### config.mk
export PLATFORM = sky130hd
export DESIGN_NAME = i2s_record_ctrl
export DESIGN_NICKNAME = d
export VERILOG_FILES = /design/src/rtl/i2s_pkg.sv /design/src/rtl/sample_fifo.sv /design/src/rtl/i2s_record_ctrl.sv
export SDC_FILE = /design/constraint.sdc
export NUM_CORES = 1
export LEC_CHECK = 0
export ABC_AREA = 1
export CORE_AREA = 2 2 228 207
export CTS_BUF_LIST = sky130_fd_sc_hd__clkbuf_8
export DETAILED_ROUTE_END_ITERATION = 12
export DIE_AREA = 0 0 230 209
export HOLD_SLACK_MARGIN = 0.15
export PLACE_DENSITY = 0.55
export SLEW_MARGIN = 40
export SYNTH_ARGS = -nofsm -noshare
export SYNTH_HDL_FRONTEND = slang
export SYNTH_SLANG_ARGS = --single-unit
### constraint.sdc
create_clock -name clk -period 5.25 [get_ports clk]
set_input_delay 1.05 -clock clk [delete_from_list [all_inputs] [get_ports clk]]
set_output_delay 1.05 -clock clk [all_outputs]
set_load 0.03 [all_outputs]
### src/rtl/i2s_pkg.sv
// Shared definitions for the I2S capture and record path.
package i2s_pkg;

  // Sample width used by the capture block and everything downstream of it.
  localparam int I2S_DATA_SIZE = 24;

  // Record controller sequencing states.
  typedef enum logic [1:0] {
    IDLE   = 2'd0,
    RECORD = 2'd1,
    FLUSH  = 2'd2,
    DONE   = 2'd3
  } rec_state_t;

endpackage

### src/rtl/sample_fifo.sv
// First-word-fall-through synchronous FIFO. The head is read combinationally
// from the storage array so a word written on one edge is visible right after.
// A push while full is accepted only when a pop frees a slot in the same cycle.
module sample_fifo #(
  parameter int WIDTH = 24,
  parameter int DEPTH = 16
) (
  input  logic             clk,
  input  logic             rst_n,
  input  logic             clear,
  input  logic             push,
  input  logic [WIDTH-1:0] push_data,
  input  logic             pop,
  output logic [WIDTH-1:0] head,
  output logic             empty,
  output logic             full
);

  localparam int AW = $clog2(DEPTH);
  localparam int CW = AW + 1;

  logic [WIDTH-1:0] mem_q [DEPTH];
  logic [AW-1:0]    wr_ptr_q, wr_ptr_d;
  logic [AW-1:0]    rd_ptr_q, rd_ptr_d;
  logic [CW-1:0]    count_q, count_d;
  logic             do_push, do_pop;

  assign empty   = (count_q == '0);
  assign full    = (count_q == CW'(DEPTH));
  assign do_pop  = pop && !empty;
  assign do_push = push && (!full || do_pop);
  assign head    = mem_q[rd_ptr_q];

  // Pointer and occupancy next-state; pointers wrap naturally at DEPTH.
  always_comb begin
    wr_ptr_d = wr_ptr_q;
    rd_ptr_d = rd_ptr_q;
    count_d  = count_q;
    if (do_push) wr_ptr_d = wr_ptr_q + 1'b1;
    if (do_pop)  rd_ptr_d = rd_ptr_q + 1'b1;
    case ({do_push, do_pop})
      2'b10:   count_d = count_q + 1'b1;
      2'b01:   count_d = count_q - 1'b1;
      default: count_d = count_q;
    endcase
  end

  // Pointer/occupancy registers; clear empties the FIFO in one edge.
  always_ff @(posedge clk) begin
    if (!rst_n || clear) begin
      wr_ptr_q <= '0;
      rd_ptr_q <= '0;
      count_q  <= '0;
    end else begin
      wr_ptr_q <= wr_ptr_d;
      rd_ptr_q <= rd_ptr_d;
      count_q  <= count_d;
    end
  end

  // Storage write; contents need no reset because occupancy gates visibility.
  always_ff @(posedge clk) begin
    if (do_push) mem_q[wr_ptr_q] <= push_data;
  end

endmodule

### src/rtl/i2s_record_ctrl.sv
// Record sequencer: takes samples from the I2S capture block, keeps one of
// every (decim+1), buffers them and hands them out over valid/ready.
module i2s_record_ctrl
  import i2s_pkg::*;
#(
  parameter int DATA_SIZE   = I2S_DATA_SIZE,
  parameter int LEN_WIDTH   = 16,
  parameter int DECIM_WIDTH = 4,
  parameter int FIFO_DEPTH  = 16
) (
  input  logic                   clk,
  input  logic                   rst_n,
  input  logic                   start,
  input  logic                   abort,
  input  logic [LEN_WIDTH-1:0]   rec_len,
  input  logic [DECIM_WIDTH-1:0] decim,
  input  logic                   sample_ready,
  input  logic [DATA_SIZE-1:0]   sample_data,
  output logic                   out_valid,
  output logic [DATA_SIZE-1:0]   out_data,
  input  logic                   out_ready,
  output logic                   busy,
  output logic                   done,
  output logic                   overflow,
  output logic [LEN_WIDTH-1:0]   sample_count
);

  rec_state_t             state_q, state_d;
  logic [LEN_WIDTH-1:0]   rec_len_q, rec_len_d;
  logic [DECIM_WIDTH-1:0] decim_q, decim_d;
  logic [DECIM_WIDTH-1:0] dcnt_q, dcnt_d;
  logic [LEN_WIDTH-1:0]   sample_count_q, sample_count_d;
  logic                   overflow_q, overflow_d;

  logic                   fifo_empty, fifo_full;
  logic [DATA_SIZE-1:0]   fifo_head;
  logic                   start_accept, len_reached, consume, keep, push, pop;

  assign start_accept = (state_q == IDLE) && start && !abort;
  assign len_reached  = (sample_count_q == rec_len_q);
  // Once the programmed length is reached no more samples are taken, even
  // during the single cycle still spent in RECORD before moving to FLUSH.
  assign consume      = (state_q == RECORD) && sample_ready && !abort && !len_reached;
  assign keep         = (dcnt_q == '0);
  assign push         = consume && keep;
  assign pop          = !fifo_empty && out_ready;

  sample_fifo #(
    .WIDTH (DATA_SIZE),
    .DEPTH (FIFO_DEPTH)
  ) u_fifo (
    .clk       (clk),
    .rst_n     (rst_n),
    .clear     (abort),
    .push      (push),
    .push_data (sample_data),
    .pop       (pop),
    .head      (fifo_head),
    .empty     (fifo_empty),
    .full      (fifo_full)
  );

  // State register.
  always_ff @(posedge clk) begin
    if (!rst_n) state_q <= IDLE;
    else        state_q <= state_d;
  end

  // Next-state logic; abort overrides every transition.
  always_comb begin
    state_d = state_q;
    unique case (state_q)
      IDLE:    if (start) state_d = (rec_len == '0) ? DONE : RECORD;
      RECORD:  if (len_reached) state_d = FLUSH;
      FLUSH:   if (fifo_empty) state_d = DONE;
      DONE:    state_d = IDLE;
      default: state_d = IDLE;
    endcase
    if (abort) state_d = IDLE;
  end

  // State-decoded outputs.
  always_comb begin
    busy = (state_q != IDLE);
    done = (state_q == DONE);
  end

  // Datapath next-state: latch on start, count and decimate while recording.
  always_comb begin
    rec_len_d      = rec_len_q;
    decim_d        = decim_q;
    dcnt_d         = dcnt_q;
    sample_count_d = sample_count_q;
    overflow_d     = overflow_q;
    if (start_accept) begin
      rec_len_d      = rec_len;
      decim_d        = decim;
      dcnt_d         = '0;
      sample_count_d = '0;
      overflow_d     = 1'b0;
    end else if (consume) begin
      sample_count_d = (sample_count_q == '1) ? sample_count_q : sample_count_q + 1'b1;
      if (keep) begin
        dcnt_d = decim_q;
        // A kept sample with nowhere to go is lost; remember that it happened.
        if (fifo_full && !pop) overflow_d = 1'b1;
      end else begin
        dcnt_d = dcnt_q - 1'b1;
      end
    end
  end

  // Datapath registers.
  always_ff @(posedge clk) begin
    if (!rst_n) begin
      rec_len_q      <= '0;
      decim_q        <= '0;
      dcnt_q         <= '0;
      sample_count_q <= '0;
      overflow_q     <= 1'b0;
    end else begin
      rec_len_q      <= rec_len_d;
      decim_q        <= decim_d;
      dcnt_q         <= dcnt_d;
      sample_count_q <= sample_count_d;
      overflow_q     <= overflow_d;
    end
  end

  assign out_valid    = !fifo_empty;
  // Stale storage is never exposed: the data bus reads zero whenever empty.
  assign out_data     = fifo_empty ? '0 : fifo_head;
  assign overflow     = overflow_q;
  assign sample_count = sample_count_q;

endmodule

==> results.md, run 1 <==
* Status: finished clean
* CTS Hold Bufs at 0
* Crit path kind: flop to output pin
* Setup Skew at 0.02937 ns
* Reg power frac at 54.0%
* Logic pwr share at under 10%
* Main synth FF type: edfxtp_1
* Min-delay src: rec_len_q[14]
* Nets at 1715
* I/O Buffers at between 90 and 100
* Min Tclk post-route at 4.696 ns
* Top cell type's share of synthesized area at a little under two thirds
* Latest clock arrival within the worst-skew pair at 0.66 ns
* Placer Congestion at 0.7898
* Routed Antenna Nets at 0
* Critical path arrival at 3.65 ns
* Setup Viol. Count Final at 0
* DR iter-0 viols at 1104
* Compound-gate portion of the synthesized area at 13.38%
* Syn_area_per_cell at 11.91 um^2
* YS warnings at 0
* F_max at 0.2130 GHz
* Seq cells post-synth at 444
* Design area at about 0.022 mm^2
* Worst r2r src: dcnt_q[0]
* Post-synth EDFFs at between 300 and 400
* Mapped cell area at approximately 0.018 mm^2
* Dpl cell area at 0.02015 mm^2
* Syn Inst Count at between 1500 and 2000
* Layout cells sized above 1 at 12.40%
* Worst Hold Class: flop to flop
* Drt first pass iters at 5
* TritonCTS buffer count at just under 80
* Die area at 0.04807 mm^2
* Main combinational cell family by area after synthesis: compound AO/OA/AOI/OAI gates
* Num rows at 75
* Grt ovf at 0
* Critical path peak fanout at 152
* Longest Clk Path Bufs at 3
* # IOs at 94
* Asr flop ratio synth at 0%
* Area of the multi-input gates at 0.004836 mm^2
* Min-Delay Endpoint: rec_len_q[14]
* Via density at 5.331
* Pin slew with the least headroom to its limit at a little under 0.8 ns
* Tcrit/Tclk final at 89.44%
* Initial antenna violation count at 1
* # clock sinks at between 400 and 500
* CP endpoint kind: output pin
* Startpoint Class: flop
* Peak VDD IR at 0.1907 mV
* DPL Wire Length at about 27000 um
* Die H at 209 um
* Worst rel slew slack at 48.33%
* Vias in the first global route at 12210
* Area share of fa/ha/maj cells after synthesis at 1.149%
* Setup repair bufs after CTS at 0
* Lkg Pwr at 7.210 nW
* Seq/Total Area, Yosys at 70.41%
* Dominant cell type by area after synthesis: edfxtp_1
* Unrepaired setup endpoints after global routing: no
* Final Hold Vio Count at 0
* Reg-to-Reg End: u_fifo.mem_q[1][1]
* Post-CTS sizing at 0
* Total core area at 0.04598 mm^2
* Top-count cell post-synth: edfxtp_1
* Pwr Density at roughly 330 mW/mm^2
* Top cells by area, synth: edfxtp_1, dfxtp_1, o21ai_0, nor2_1, o221ai_1
* Worst Path Required at between 4 and 5 ns
* Via Count at between 10000 and 15000
* Hold Path Depth at 2
* R2R cell count at 11
* DRT Wirelength at 47540 um
* Synth cell count leaders: edfxtp_1, nor2_1, o21ai_0
* Largest net degree at the start of global routing at 153
* Power share of the clock group at around two fifths
* First-pass GRT wire length at 72950 um
* Filler cell count at 4240
* Sw Ratio at roughly 22%
* R2R setup slack at 2.27 ns
* Netlist cell types at 40
* Wire per inst at approximately 21 um
* Post-Synth Simple-Gate Area at ~11%
* Register area at 0.01274 mm^2
* Clock root buffer: clkbuf_8
* Synth Net Count at between 1500 and 2000
* CTS tree: built
* Post-Layout Cell Count at 2318
* Setup TNS at 0 ns
* DP Cell Count at 2185
* Post-synthesis mux area share at 0%
* Hold WS at 0.4662 ns
* Drt drc at 0
* GRT Resource Usage Total at 19.91%
* Area delta synth->final at 19.59%
* Clock slew at reported path FFs at 0.05 ns
* XOR/XNOR share of the synthesized area at 0.3390%
* Net Sw Power at 1.608 mW
* Initial Util at 39.33%
* MaxCap Viol Count at 0
* Die X at 230 um
* H-Tree Depth at 3
* Int Power at 5.542 mW
* Pins Over Slew Limit at 0
[state kept, by name, indices dropped and copies added (netlist names), named ones only]
signal and cells:
u_fifo.mem_q 384, rec_len_q 16, sample_count 16, u_fifo.count_q 5, dcnt_q 4, decim_q 4
u_fifo.rd_ptr_q 4, u_fifo.wr_ptr_q 4, state_q 2, overflow 1
[per-layer routing]
metal | global-route usage (%) | vias to the layer above | share of wire (%)
met5 | 0 | - | 0
met4 | 5.918 | 0 | 1.8
met3 | 4.121 | 78 | 6.0
met2 | 30.82 | 372 | 46
met1 | 28.35 | 6075 | 46
li1 | - | 5832 | -
[power groups by stage]
stage	sequential [mW]	clock, mW	combinational (mW)
2_1_floorplan	3.93	0	0.143
3_3_place_gp	3.93	0	0.277
3_5_place_dp	3.93	0	0.289
4_1_cts	3.86	3.07	0.290
5_1_grt	3.86	3.23	0.320
6_report	3.86	3.00	0.289
[area by class of cell]
type                    count  area share [%]
flip-flops and latches    444           58.90
multi-input cells         911           22.36
repair buffers            139           7.116
clock buffers              85           5.410
well taps                 616           3.564
inverters                  76           1.354
clock inverters            46           1.279
diodes                      1         0.01157
[critical path, stage by stage (launching register included)]
cell and delay (ns):
dfxtp_4 0.64, buf_12 0.52, o21ai_0 0.20, o221ai_1 0.24
nand3_1 0.10, a21oi_1 0.45, clkdlybuf4s50_1 0.77
[worst max-delay path by stage]
stage | from | to | slack, ns | depth (start not counted)
after detailed placement | flop | out_data[0] | 1.25 | 6
after floorplan | sample_ready | u_fifo.mem_q[11][0] | 1.99 | 6
final | flop | out_data[0] | 0.55 | 6
after global routing | flop | out_data[0] | 0.31 | 6
after global placement | flop | out_data[23] | 1.28 | 8
after CTS | flop | out_data[0] | 0.53 | 6
[cells in the final DEF, fill, tap and decap left out, drive strengths merged, types with 6 or more instances in the layout]
cell	instances
clkdlybuf4s50	93
nand4	6
o221ai	74
o22ai	22
nand3	56
buf	46
a21oi	69
dfxtp	60
nor2	275
nand2	113
clkbuf	85
ha	15
clkinv	23
nor3	9
nor4	8
inv	95
edfxtp	384
xor2	6
o21ai	242
[cells by family after synthesis]
group,count (synthesis)
AOI/OAI and AO/OA,418
xor gates and xnor gates,7
adders and majority gates,16
buffers and inverters,163
DFF,444
and+or+nand+nor,470
[per-stage QoR]
stage / power (mW) / util (%) / worst slack (ns)
6_report: 7.150 / 47.03 / 0.5542
5_1_grt: 7.412 / 47.03 / 0.3077
4_1_cts: 7.226 / 46.96 / 0.5311
3_5_place_dp: 4.223 / 43.82 / 1.247
3_3_place_gp: 4.211 / 43.16 / 1.282
2_1_floorplan: 4.074 / - / 1.988
Power figures use the tool's default switching activity.
==> inputs of run 2 (changes only) <==
RECOVER_POWER = 50   (was not set)
==> run 2 against run 1 <==
  * First-iteration DRC count decreased by 1.9%
  * Global-route usage unchanged
  * Clock skew is 0.0012 ns higher
  * Count of clock-buffer cells in the layout unchanged
  * Critical path depth unchanged
  * Fmax increased by 0.14%
  * Hold slack lost 0.0020 ns
  * Cell count is essentially flat
  * Sequential power about the same
  * Core utilization fell by 0.068 points
  * Register-to-register slack lost 0.53 ns
  * Combinational power down 2%
  * Critical path type unchanged
  * Largest cell class unchanged
  * Highest routed layer unchanged
==> results.md, run 2 (synthesized netlist as in run 1, its figures left out) <==
* CTS tree: built
* Wire per inst at between 20 and 25 um
* Worst rel slew slack at 7.795%
* DRT Wirelength at between 40000 and 50000 um
* Most common cell after layout, fill and taps aside: edfxtp_1
* First-pass GRT wire length at 72950 um
* Largest stage delay, worst path at ~0.77 ns
* Setup TNS at 0 ns
* Int Power at 5.537 mW
* Vias in the first global route at 12210
* Die area at 0.04807 mm^2
* DPL Wire Length at 27170 um
* CP max stage cell: clkdlybuf4s50_1
* Routed Antenna Nets at 0
* Setup Skew at 0.03054 ns
* DR iter-0 viols at 1083
* Initial Util at between 30% and 40%
* Largest register by flop count: u_fifo.mem_q
* Min Tclk post-route at roughly 4.7 ns
* Clock slew at reported path FFs at 0.06 ns
* Critical path peak fanout at 152
* Grt ovf at 0
* Reg-to-Reg End: u_fifo.mem_q[7][8]
* Reg power frac at 54.0%
* Total core area at 0.04598 mm^2
* Startpoint Class: flop
* Via density at roughly 5.3
* Nets at 1715
* Layout cells sized above 1 at 11.99%
* Largest net degree at the start of global routing at 153
* Unrepaired setup endpoints after global routing: no
* Status: finished clean
* CP endpoint kind: output pin
* Buf/Inv on CP at 2
* Final Hold Vio Count at 0
* Largest register FFs at 384
* CP Cell Sequence: buf_12, o21ai_0, o221ai_1, nand3_1, a21oi_1, clkdlybuf4s50_1
* Register area at roughly 0.013 mm^2
* Placer Congestion at approximately 0.8
* # IOs at 94
* # clock sinks at 444
* CTS Hold Bufs at 0
* Cell family with most CP delay: buffers and inverters
* Sw Ratio at 22.56%
* Min-delay src: u_fifo.rd_ptr_q[3]
* Die H at between 200 and 250 um
* Filler cell count at 4243
* Power share of the clock group at around two fifths
* Lkg Pwr at approximately 7 nW
* Setup Viol. Count Final at 0
* Net Sw Power at around 1.6 mW
* TritonCTS buffer count at 77
* Hold Path Depth at 2
* Fin util at 46.96%
* Critical path arrival at 3.64 ns
* Peak VDD IR at roughly 0.2 mV
* Drt drc at 0
* Via Count at 12360
* Clock root buffer: clkbuf_8
* R2R cell count at 10
* Pin slew with the least headroom to its limit at 1.383 ns
* Num rows at between 70 and 80
* Worst Hold Class: flop to flop
* Tcrit/Tclk final at 89.31%
* F_max at 0.2133 GHz
* Area delta synth->final at 19.41%
* Area of the multi-input gates at 0.004806 mm^2
* GRT Resource Usage Total at 19.91%
* Pwr Density at 331.1 mW/mm^2
* Initial antenna violation count at 2
* Worst r2r src: state_q[1]
* Longest Clk Path Bufs at 3
* Logic pwr share at 4.0%
* Crit path kind: flop to output pin
* Most frequent cells in the layout: edfxtp_1, nor2_1, o21ai_0, nand2_1, clkbuf_8
* Die X at 230 um
* Post-CTS sizing at 0
* H-Tree Depth at 3
* Pins Over Slew Limit at 0
* MaxCap Viol Count at 0
* Setup repair bufs after CTS at 0
* Worst Path Required at 4.20 ns
* R2R setup slack at between 1.5 and 2 ns
* I/O Buffers at 93
* Latest clock arrival within the worst-skew pair at around 0.66 ns
* Drt first pass iters at 5
-- run 2: cell types whose count changed in the layout (fill, tap and decap cells not counted), moves of 3 or more --
cell             before  now
clkdlybuf4s50_1      93   67
dlygate4sd3_1         0   26
nor2_2                8    5
nor2_1              247  253
nor2_4               20   17
-- run 2: worst min-delay path: stages, from the launching register on --
cell,delay (ns)
dfxtp_1,0.29
inv_1,0.06
a21oi_1,0.07
-- run 2: worst max path at each step --
stage / start / to / cells after the start
2_1_floorplan: sample_ready / u_fifo.mem_q[11][0] / 6
3_3_place_gp: flop / out_data[23] / 8
3_5_place_dp: flop / out_data[0] / 6
4_1_cts: flop / out_data[0] / 6
5_1_grt: flop / out_data[0] / 6
6_report: flop / out_data[0] / 6
-- run 2: power by group through the flow --
stage	Sequential, mW	Clock, mW	Combinational [mW]
6_report	3.86	3.01	0.284
4_1_cts	3.86	3.07	0.290
2_1_floorplan	3.93	0	0.143
3_3_place_gp	3.93	0	0.277
5_1_grt	3.86	3.23	0.315
3_5_place_dp	3.93	0	0.289
-- run 2: per-layer routing --
layer | vias up | track usage, % | wire, um
met1 | 6078 | 28.35 | 22110
met3 | 74 | 4.121 | 2781
li1 | 5837 | - | -
met4 | 0 | 5.918 | 848
met2 | 368 | 30.82 | 21870
met5 | - | 0 | 0
-- run 2: metrics by stage --
step	hold slack, ns	worst slack (ns)	cells	area [um^2]	power (mW)
floorplan	0.4363	1.988	1518	18080	4.074
global placement	0.4575	1.282	2171	19850	4.211
detailed placement	0.4592	1.247	2185	20150	4.223
CTS	0.4676	0.5311	2316	21590	7.226
global route	0.4860	0.3077	2318	21590	7.407
finish	0.4642	0.5610	2319	21590	7.149
-- run 2: layout make-up --
| type | count | area share, % |
|---|---|---|
| flip-flops and latches | 444 | 58.99 |
| clock buffers | 85 | 5.417 |
| diodes | 2 | 0.02318 |
| multi-input cells | 911 | 22.26 |
| clock inverters | 46 | 1.280 |
| well taps | 616 | 3.569 |
| repair buffers | 139 | 7.109 |
| inverters | 76 | 1.356 |
==> inputs of run 3 (changes only) <==
ABC_CLOCK_PERIOD_IN_PS = 5250   (was not set)
==> results of run 3 <==
No change in the layout: final DEF, timing and power equal those of run 2.
==> RTL edit: new RTL, flow settings as in run 3 <==
The 4 states of `rec_state_t` get a one-hot encoding in 4 bits.
--- a/src/rtl/i2s_pkg.sv
+++ b/src/rtl/i2s_pkg.sv
@@ -5,11 +5,11 @@
   localparam int I2S_DATA_SIZE = 24;
 
   // Record controller sequencing states.
-  typedef enum logic [1:0] {
-    IDLE   = 2'd0,
-    RECORD = 2'd1,
-    FLUSH  = 2'd2,
-    DONE   = 2'd3
+  typedef enum logic [3:0] {
+    IDLE   = 4'b0001,
+    RECORD = 4'b0010,
+    FLUSH  = 4'b0100,
+    DONE   = 4'b1000
   } rec_state_t;
 
 endpackage
Behaviour: no difference found for any inputs over 4 cycles, from zero or initial values and one cycle with rst_n low; so few cycles prove little.
==> RTL edit against run 3 <==
  * The run now ends with max-capacitance violations, max-slew violations left
  * Count of clock-buffer cells in the layout decreased by 9
  * Die area stayed put
  * Core utilization fell by 1.0 points
  * Total power decreased by 5.9%
  * Register-to-register slack better by 0.04 ns
  * Clock power fell by 10%
  * Cell area fell by 2.2%
  * Routed wire length grew 2.1%
  * Critical path depth did not move
  * Sequential cell count is 2 higher
  * Combinational power decreased by 44%
  * Area after synthesis decreased by 0.23%
  * Worst setup slack better by 0.065 ns
==> RTL edit: results (changes against run 3) <==
| Metric | Value |
|---|---|
| VDD IR max | `0.132 mV (-33%)` |
| FF-to-FF setup slack | `1.78 ns (+0.04 ns)` |
| Met3 Use GR | `4.03% (-0.096 points)` |
| Slew Viols, Final | `42 (+42)` |
| Fin nets | `1,706 (-0.52%)` |
| Failing checks | `max-capacitance violations, max-slew violations` |
| Reg-to-reg startpoint | `state_q[2]$_SDFFE_PP0P_` |
| Leak | `0.00702 uW (-2.7%)` |
| Final hold slack | `0.447 ns (-0.0167 ns)` |
| Post-synthesis xor/xnor area fraction | `0.388% (+0.049 points)` |
| Critical path endpoint | `out_data[6]` |
| Layout cells sized above 1 | `10.4% (-1.5 points)` |
| Status | `finished, violations left` |
| Met1 wire length | `22,700 um (+2.8%)` |
| Clock latency on the worst-skew pair | `0.64 ns (-0.02 ns)` |
| Global Route Usage Sum | `20.3% (+0.38 points)` |
| Met3 wire len | `2790 um (+0.25%)` |
| Worst setup margin | `0.626 ns (+0.0654 ns)` |
| N_diodes | `0 (-2)` |
| Top post-synthesis cells by count | `384 x edfxtp_1, 264 x nor2_1, 238 x o21ai_0` |
| R2R Path End | `dcnt_q[0]$_SDFFE_PP0P_` |
| Setup Skew | `0.0180 ns (-0.0125 ns)` |
| Pin count of the biggest net entering global routing | `120 (-22%)` |
| HP Start | `decim_q[1]$_SDFFE_PN0P_` |
| Reg2reg path depth | `9 (-1)` |
| Max Cap Viol | `1 (+1)` |
-- RTL edit: cell count changes in the layout (fill, tap and decap cells not counted), moves of 5 or more --
cell,change
nor2_1,-5
buf_8,-5
buf_4,+8
clkbuf_8,-9
buf_16,-8
nand3_1,+8
inv_2,-5
ha_1,-5
inv_1,+23
clkinv_1,-8
-- RTL edit: cells by family (layout without fill, tap and decap cells) --
family	after synthesis	in the layout
AO/OA/AOI/OAI	417	417
AND/OR/NAND/NOR	476	476
XOR/XNOR	8	8
adder cells (fa/ha/maj)	11	11
buffers and inverters	165	336
flip-flops	446	446
-- RTL edit: where the power goes --
part,total [uW],switching (uW),leakage [uW],internal (uW)
Sequential,3860,6.61,0.00395,3860
Combinational,158,104,0.00231,54.2
Clock,2710,1370,0.000756,1340
-- RTL edit: final cells by class --
class / instances / area, um2 / area share [%]
Sequential cell: 446 / 12800 / 60.5
Clock buffer: 76 / 1050 / 4.95
Tap cell: 616 / 771 / 3.65
Timing Repair Buffer: 133 / 1280 / 6.06
Inverter: 77 / 293 / 1.39
Multi-Input combinational cell: 912 / 4730 / 22.4
Clock inverter: 50 / 219 / 1.04
-- RTL edit: per-stage QoR --
| step | util [%] | cell area, um2 | total power, uW | std cells |
|---|---|---|---|---|
| finish | 45.9 | 21100 | 6730 | 2310 |
| global route | 45.9 | 21100 | 6960 | 2310 |
| CTS | 45.9 | 21100 | 6810 | 2309 |
| detailed placement | 43.2 | 19900 | 4100 | 2183 |
| global placement | 43.1 | 19800 | 4100 | 2182 |
| floorplan | - | 18000 | 4000 | 1523 |
-- RTL edit: worst register-to-register path: cells and delay by family (launching register included) --
family / cells / cell delay, ns
compound gates: 2 / 0.28
buf+inv: 3 / 1.66
flops: 1 / 0.35
simple gates: 4 / 1.11
